`src/rtl/ifetch_unit.sv`:
```
// Instruction fetch front end: issues PC addresses to imem over req/gnt, tracks in-order
// responses, buffers {pc,inst} for decode. Optional same-cycle bypass under IFETCH_BYPASS_EN.
module ifetch_unit #(
    parameter int unsigned DEPTH = 4
) (
    input  logic        clk,
    input  logic        rst,
    input  logic [31:0] pc_addr,
    input  logic        jp_en,
    output logic        pc_stall,
    output logic        imem_req,
    output logic [31:0] imem_addr,
    input  logic        imem_gnt,
    input  logic        imem_rvalid,
    input  logic [31:0] imem_rdata,
    output logic        inst_valid,
    output logic [31:0] inst,
    output logic [31:0] inst_pc,
    input  logic        dec_ready
);

    localparam int unsigned PW = $clog2(DEPTH);
    localparam int unsigned CW = PW + 1;

    logic [31:0]   r_apc   [DEPTH];
    logic [31:0]   r_opc   [DEPTH];
    logic [31:0]   r_oinst [DEPTH];
    logic [PW-1:0] r_a_wp, r_a_rp, r_o_wp, r_o_rp;
    logic [CW-1:0] r_live, r_drop, r_cnt;

    logic [CW+1:0] w_used;
    logic          w_req, w_gnt, w_rsp, w_stale, w_rsp_live;
    logic          w_fifo_vld, w_byp, w_pop, w_push;
    logic [31:0]   w_head_pc;

    always_comb begin
        w_used     = (CW+2)'(r_live) + (CW+2)'(r_drop) + (CW+2)'(r_cnt);
        w_req      = !rst && !jp_en && (w_used < (CW+2)'(DEPTH));
        w_gnt      = w_req && imem_gnt;
        // responses with nothing outstanding are protocol errors and ignored
        w_rsp      = imem_rvalid && ((r_live != '0) || (r_drop != '0));
        w_stale    = (r_drop != '0);
        w_rsp_live = w_rsp && !w_stale && !jp_en;
        w_fifo_vld = (r_cnt != '0);
        w_head_pc  = r_apc[r_a_rp];
`ifdef IFETCH_BYPASS_EN
        w_byp      = !w_fifo_vld && w_rsp_live;
`else
        w_byp      = 1'b0;
`endif
        w_pop      = w_fifo_vld && dec_ready && !jp_en;
        w_push     = w_rsp_live && !(w_byp && dec_ready);
    end

    assign imem_req   = w_req;
    assign imem_addr  = pc_addr;
    assign pc_stall   = rst || (!w_gnt && !jp_en);
    assign inst_valid = w_fifo_vld || w_byp;
    assign inst       = w_fifo_vld ? r_oinst[r_o_rp] : (w_byp ? imem_rdata : '0);
    assign inst_pc    = w_fifo_vld ? r_opc[r_o_rp]   : (w_byp ? w_head_pc  : '0);

    always_ff @(posedge clk or posedge rst) begin
        if (rst) begin
            r_a_wp <= '0;
            r_a_rp <= '0;
            r_o_wp <= '0;
            r_o_rp <= '0;
            r_live <= '0;
            r_drop <= '0;
            r_cnt  <= '0;
        end else if (jp_en) begin
            // live requests become stale; a response arriving now retires one of them
            r_a_wp <= '0;
            r_a_rp <= '0;
            r_o_wp <= '0;
            r_o_rp <= '0;
            r_cnt  <= '0;
            r_live <= '0;
            r_drop <= r_drop + r_live - CW'(w_rsp);
        end else begin
            r_a_wp <= r_a_wp + PW'(w_gnt);
            r_a_rp <= r_a_rp + PW'(w_rsp_live);
            r_o_wp <= r_o_wp + PW'(w_push);
            r_o_rp <= r_o_rp + PW'(w_pop);
            r_cnt  <= r_cnt + CW'(w_push) - CW'(w_pop);
            r_live <= r_live + CW'(w_gnt) - CW'(w_rsp_live);
            r_drop <= r_drop - CW'(w_rsp && w_stale);
        end
    end

    always_ff @(posedge clk) begin
        if (w_gnt) begin
            r_apc[r_a_wp] <= pc_addr;
        end
        if (w_push) begin
            r_opc[r_o_wp]   <= w_head_pc;
            r_oinst[r_o_wp] <= imem_rdata;
        end
    end

endmodule
```
`config.mk`:
```
export PLATFORM = sky130hd
export DESIGN_NAME = ifetch_unit
export DESIGN_NICKNAME = d
export VERILOG_FILES = /design/src/rtl/ifetch_unit.sv
export SDC_FILE = /design/constraint.sdc
export NUM_CORES = 1
export LEC_CHECK = 0
export ABC_AREA = 1
export CAP_MARGIN = 20
export CELL_PAD_IN_SITES_DETAIL_PLACEMENT = 0
export CELL_PAD_IN_SITES_GLOBAL_PLACEMENT = 2
export CORE_MARGIN = 2
export CORE_UTILIZATION = 45
export CTS_BUF_LIST = sky130_fd_sc_hd__clkbuf_8
export CTS_CLUSTER_SIZE = 14
export DETAILED_ROUTE_END_ITERATION = 6
export DONT_BUFFER_PORTS = 1
export GPL_TIMING_DRIVEN = 0
export HOLD_SLACK_MARGIN = 0.1
export PLACE_DENSITY_LB_ADDON = 0.1
export RECOVER_POWER = 100
export SKIP_LAST_GASP = 1
export SLEW_MARGIN = 30
export SYNTH_ARGS = -nofsm -noshare
export SYNTH_HDL_FRONTEND = slang
export SYNTH_SLANG_ARGS = --single-unit
export TNS_END_PERCENT = 30
```
`constraint.sdc`:
```
create_clock -name clk -period 10 [get_ports clk]
set_clock_uncertainty 0.1 [all_clocks]
set_input_delay 1 -clock clk [delete_from_list [all_inputs] [get_ports clk]]
set_output_delay 1 -clock clk [all_outputs]
set_load 0.02 [all_outputs]
```
==> impl_results.md <==
- Vias: 9,368
- Leak: 6.125 nW
- R2R Path Start: r_live[1]$_DFF_PP0_
- Synth Cell Area: roughly 16,000 um2
- Starting Density: a little under half
- Largest net degree at the start of global routing: 21
- Fin. max-slew vios: 0
- Gp weighted congestion: roughly 0.74
- Core box area: 35,400 um2
- Tmin final: slightly below 5 ns
- CP Max Fanout: 12
- Crit. End Element: register
- Residual DRC: 0
- Number of global-route vias before repair: around 9,000
- Clock Path Buffers: 3
- Status: completed
- First-pass GRT wire length: 52,860 um
- Final Hold Fails: 0
- Max Cap Violations: 0
- Pre-antenna DRT Iters: 5
- Layout cell share with drive strength beyond 1: ~7.8%
- Simple-gate share of the synthesized area: under 10%
- Hold crit path type: in -> async
- Chip height: around 190 um
- Wirelength per Cell: between 15 and 20 um
- Detailed Route WL: ~36,000 um
- Post-DRT Antenna Nets: 0
- # hold bufs at CTS: 0
- Worst Reg-to-Reg Cells: 11
- Mux contribution to synthesized area: less than 1%
- Root Driver: clkbuf_8
- Synth Area in Compound Gates: under 10%
- #FFs+latches synth: between 400 and 500
- Total global routing overflow: 0
- I/O Pins: between 150 and 200
- Post-DP HPWL: roughly 24,000 um
- Post-synthesis average cell area: around 13 um2
- Rel. slew slack: a little under an eighth
- Fmax: 207.1 MHz
- RSZ-0062 raised after global routing: no
- Pwr dens: roughly 220 nW/um2
- Peak supply drop: around 0.11 mV
- CP Class: reg -> reg
- Commonest cells after routing, fill and taps aside: 384 x edfxtp_1, 345 x nor2_1, 195 x o21ai_0
- Commonest non-fill, non-tap cell in the layout: edfxtp_1
- Area Growth Syn to Fin: 10.68%
- Net Count, Synth: between 1,000 and 1,500
- CTS buffer count: a little under 70
- Final Setup Violations: 0
- Die area: about 37,000 um2
- Std-Cell Rows: around 70
- Unique cell type count in the Yosys netlist: 24
- Die X: between 150 and 200 um
- Post-CTS Setup Repair Bufs: 0
- Clock-pin slew on the worst setup and hold paths: ~0.06 ns
- Final nets: 1,428
- Mapped Cells: about 1,200
- Sequential fraction of the synthesis area: 74.37%
- Largest family of logic cells by synthesized area: compound AO/OA/AOI/OAI gates
- CP startpoint: r_live[1]$_DFF_PP0_
- Actual slew at the worst max-slew pin: approximately 1.3 ns
- CTS tree: done
- Initial drt markers: roughly 620
- Initial antenna violation count: 0
- Required time of the critical path: between 10 and 15 ns
- ANT cells: 0
- Critical path arrival: about 5.0 ns
- Clock latency at the later pin of the worst-skew pair: approximately 0.61 ns
- Post-CTS sizing: 0
- Adder-Cell Fraction of Synth Area: roughly 2%
- Startpoint types: register
- Xor/xnor share of the synthesized area: less than 1%
- Vias/cell: around 5.1
- # clock sinks: roughly 400
- Port Buffers: 0
- Warnings, synthesis: 0
- Non-filler cells, final: roughly 1,800
- Post-route setup TNS: 0 ns
- Final period utilization: 48.28%
- Worst hold margin: 0.3138 ns
- H-Tree Level Count: 3
- Post-placement cell count: between 1,500 and 2,000
- Total GRT Usage: 19.51%
## synth_stat cells
cell type / number / area share (%)
buf_1: 7 / 0.16
nor3_1: 2 / 0.062
inv_2: 4 / 0.093
a21oi_1: 70 / 2.2
nand2_1: 20 / 0.47
clkbuf_1: 29 / 0.68
o21ai_0: 193 / 6.0
buf_2: 17 / 0.53
nand3_2: 1 / 0.062
dfrtp_1: 17 / 2.6
nand4_1: 1 / 0.039
xnor2_1: 4 / 0.22
inv_1: 39 / 0.91
edfxtp_1: 384 / 72
o22ai_1: 32 / 1.2
nor2_1: 345 / 8.1
nand3_1: 3 / 0.093
buf_4: 35 / 1.6
buf_6: 13 / 0.91
fa_1: 6 / 0.75
mux2i_1: 1 / 0.062
o21ai_1: 6 / 0.19
ha_1: 16 / 1.2
and3_1: 1 / 0.039
## path summary, 6_finish.rpt
path / slack [ns] / end
setup reg to reg: 5.17 / r_apc[1][22]$_DFFE_PP_
hold reg to reg: 0.46 / r_cnt[2]$_DFF_PP0_
setup / recovery: 5.17 / r_apc[1][22]$_DFFE_PP_
hold / removal: 0.31 / r_cnt[1]$_DFF_PP0_
min in group clk: 0.38 / r_oinst[1][5]$_DFFE_PP_
max in group asynchronous: 8.98 / r_live[0]$_DFF_PP0_
## worst max-delay path: stages (launching register included)
cell	delay, ns
dfrtp_1	0.40
inv_1	0.12
fa_1	0.50
a21oi_1	0.21
fa_1	0.42
nor2_1	0.09
nand3_1	0.07
nor2_1	0.18
nand3_1	0.24
nor2_1	0.88
clkbuf_1	0.65
clkbuf_1	0.59
## registers in the layout (all words and copies together) (netlist names)
register / cells
r_live: 3
r_oinst: 128
r_drop: 3
r_cnt: 3
r_opc: 128
r_o_rp: 2
r_a_rp: 2
r_a_wp: 2
r_o_wp: 2
r_apc: 128
## cell type report
type / count / area [um2]
Buffer: 101 / 498.0
Clock buffer: 69 / 949.7
Clock inverter: 50 / 251.5
Fill cell: 3143 / 17600
Inverter: 43 / 161.4
Multi-Input combinational cell: 701 / 3324
Sequential cell: 401 / 11960
Tap cell: 461 / 576.8
Timing Repair Buffer: 20 / 75.07
## metal layers
metal  vias to the layer above  GRT usage, %  part of all wire (%)
met1                      4474         24.96                    43
met5                         -             0                     0
met4                         0         6.643                   1.8
li1                       4580             -                     -
met3                        56         5.502                   6.9
met2                       258         32.18                    48
## cell families after synthesis
logic type      after synthesis
compound gates              301
fa+ha+maj                    22
flops                       401
buf+inv                     144
simple gates                373
mux                           1
xor+xnor                      4
## power by group
part	switching, mW	internal (mW)	total (mW)	leakage (nW)
Clock	0.624	0.672	1.30	0.707
Sequential	0.0177	1.90	1.92	3.68
Combinational	0.596	0.165	0.761	1.74
## through the flow
step | total power [mW] | utilization [%] | cell area (um2) | setup slack, ns
global placement | 2.735 | 47.05 | 16650 | 2.363
global route | 4.174 | 50.27 | 17790 | 4.745
CTS | 4.058 | 52.00 | 18410 | 5.706
detailed placement | 2.751 | 48.61 | 17210 | 6.225
finish | 3.975 | 50.27 | 17790 | 5.172
floorplan | 2.515 | - | 16080 | 5.080
No activity file was read; power rests on OpenSTA's default activity.
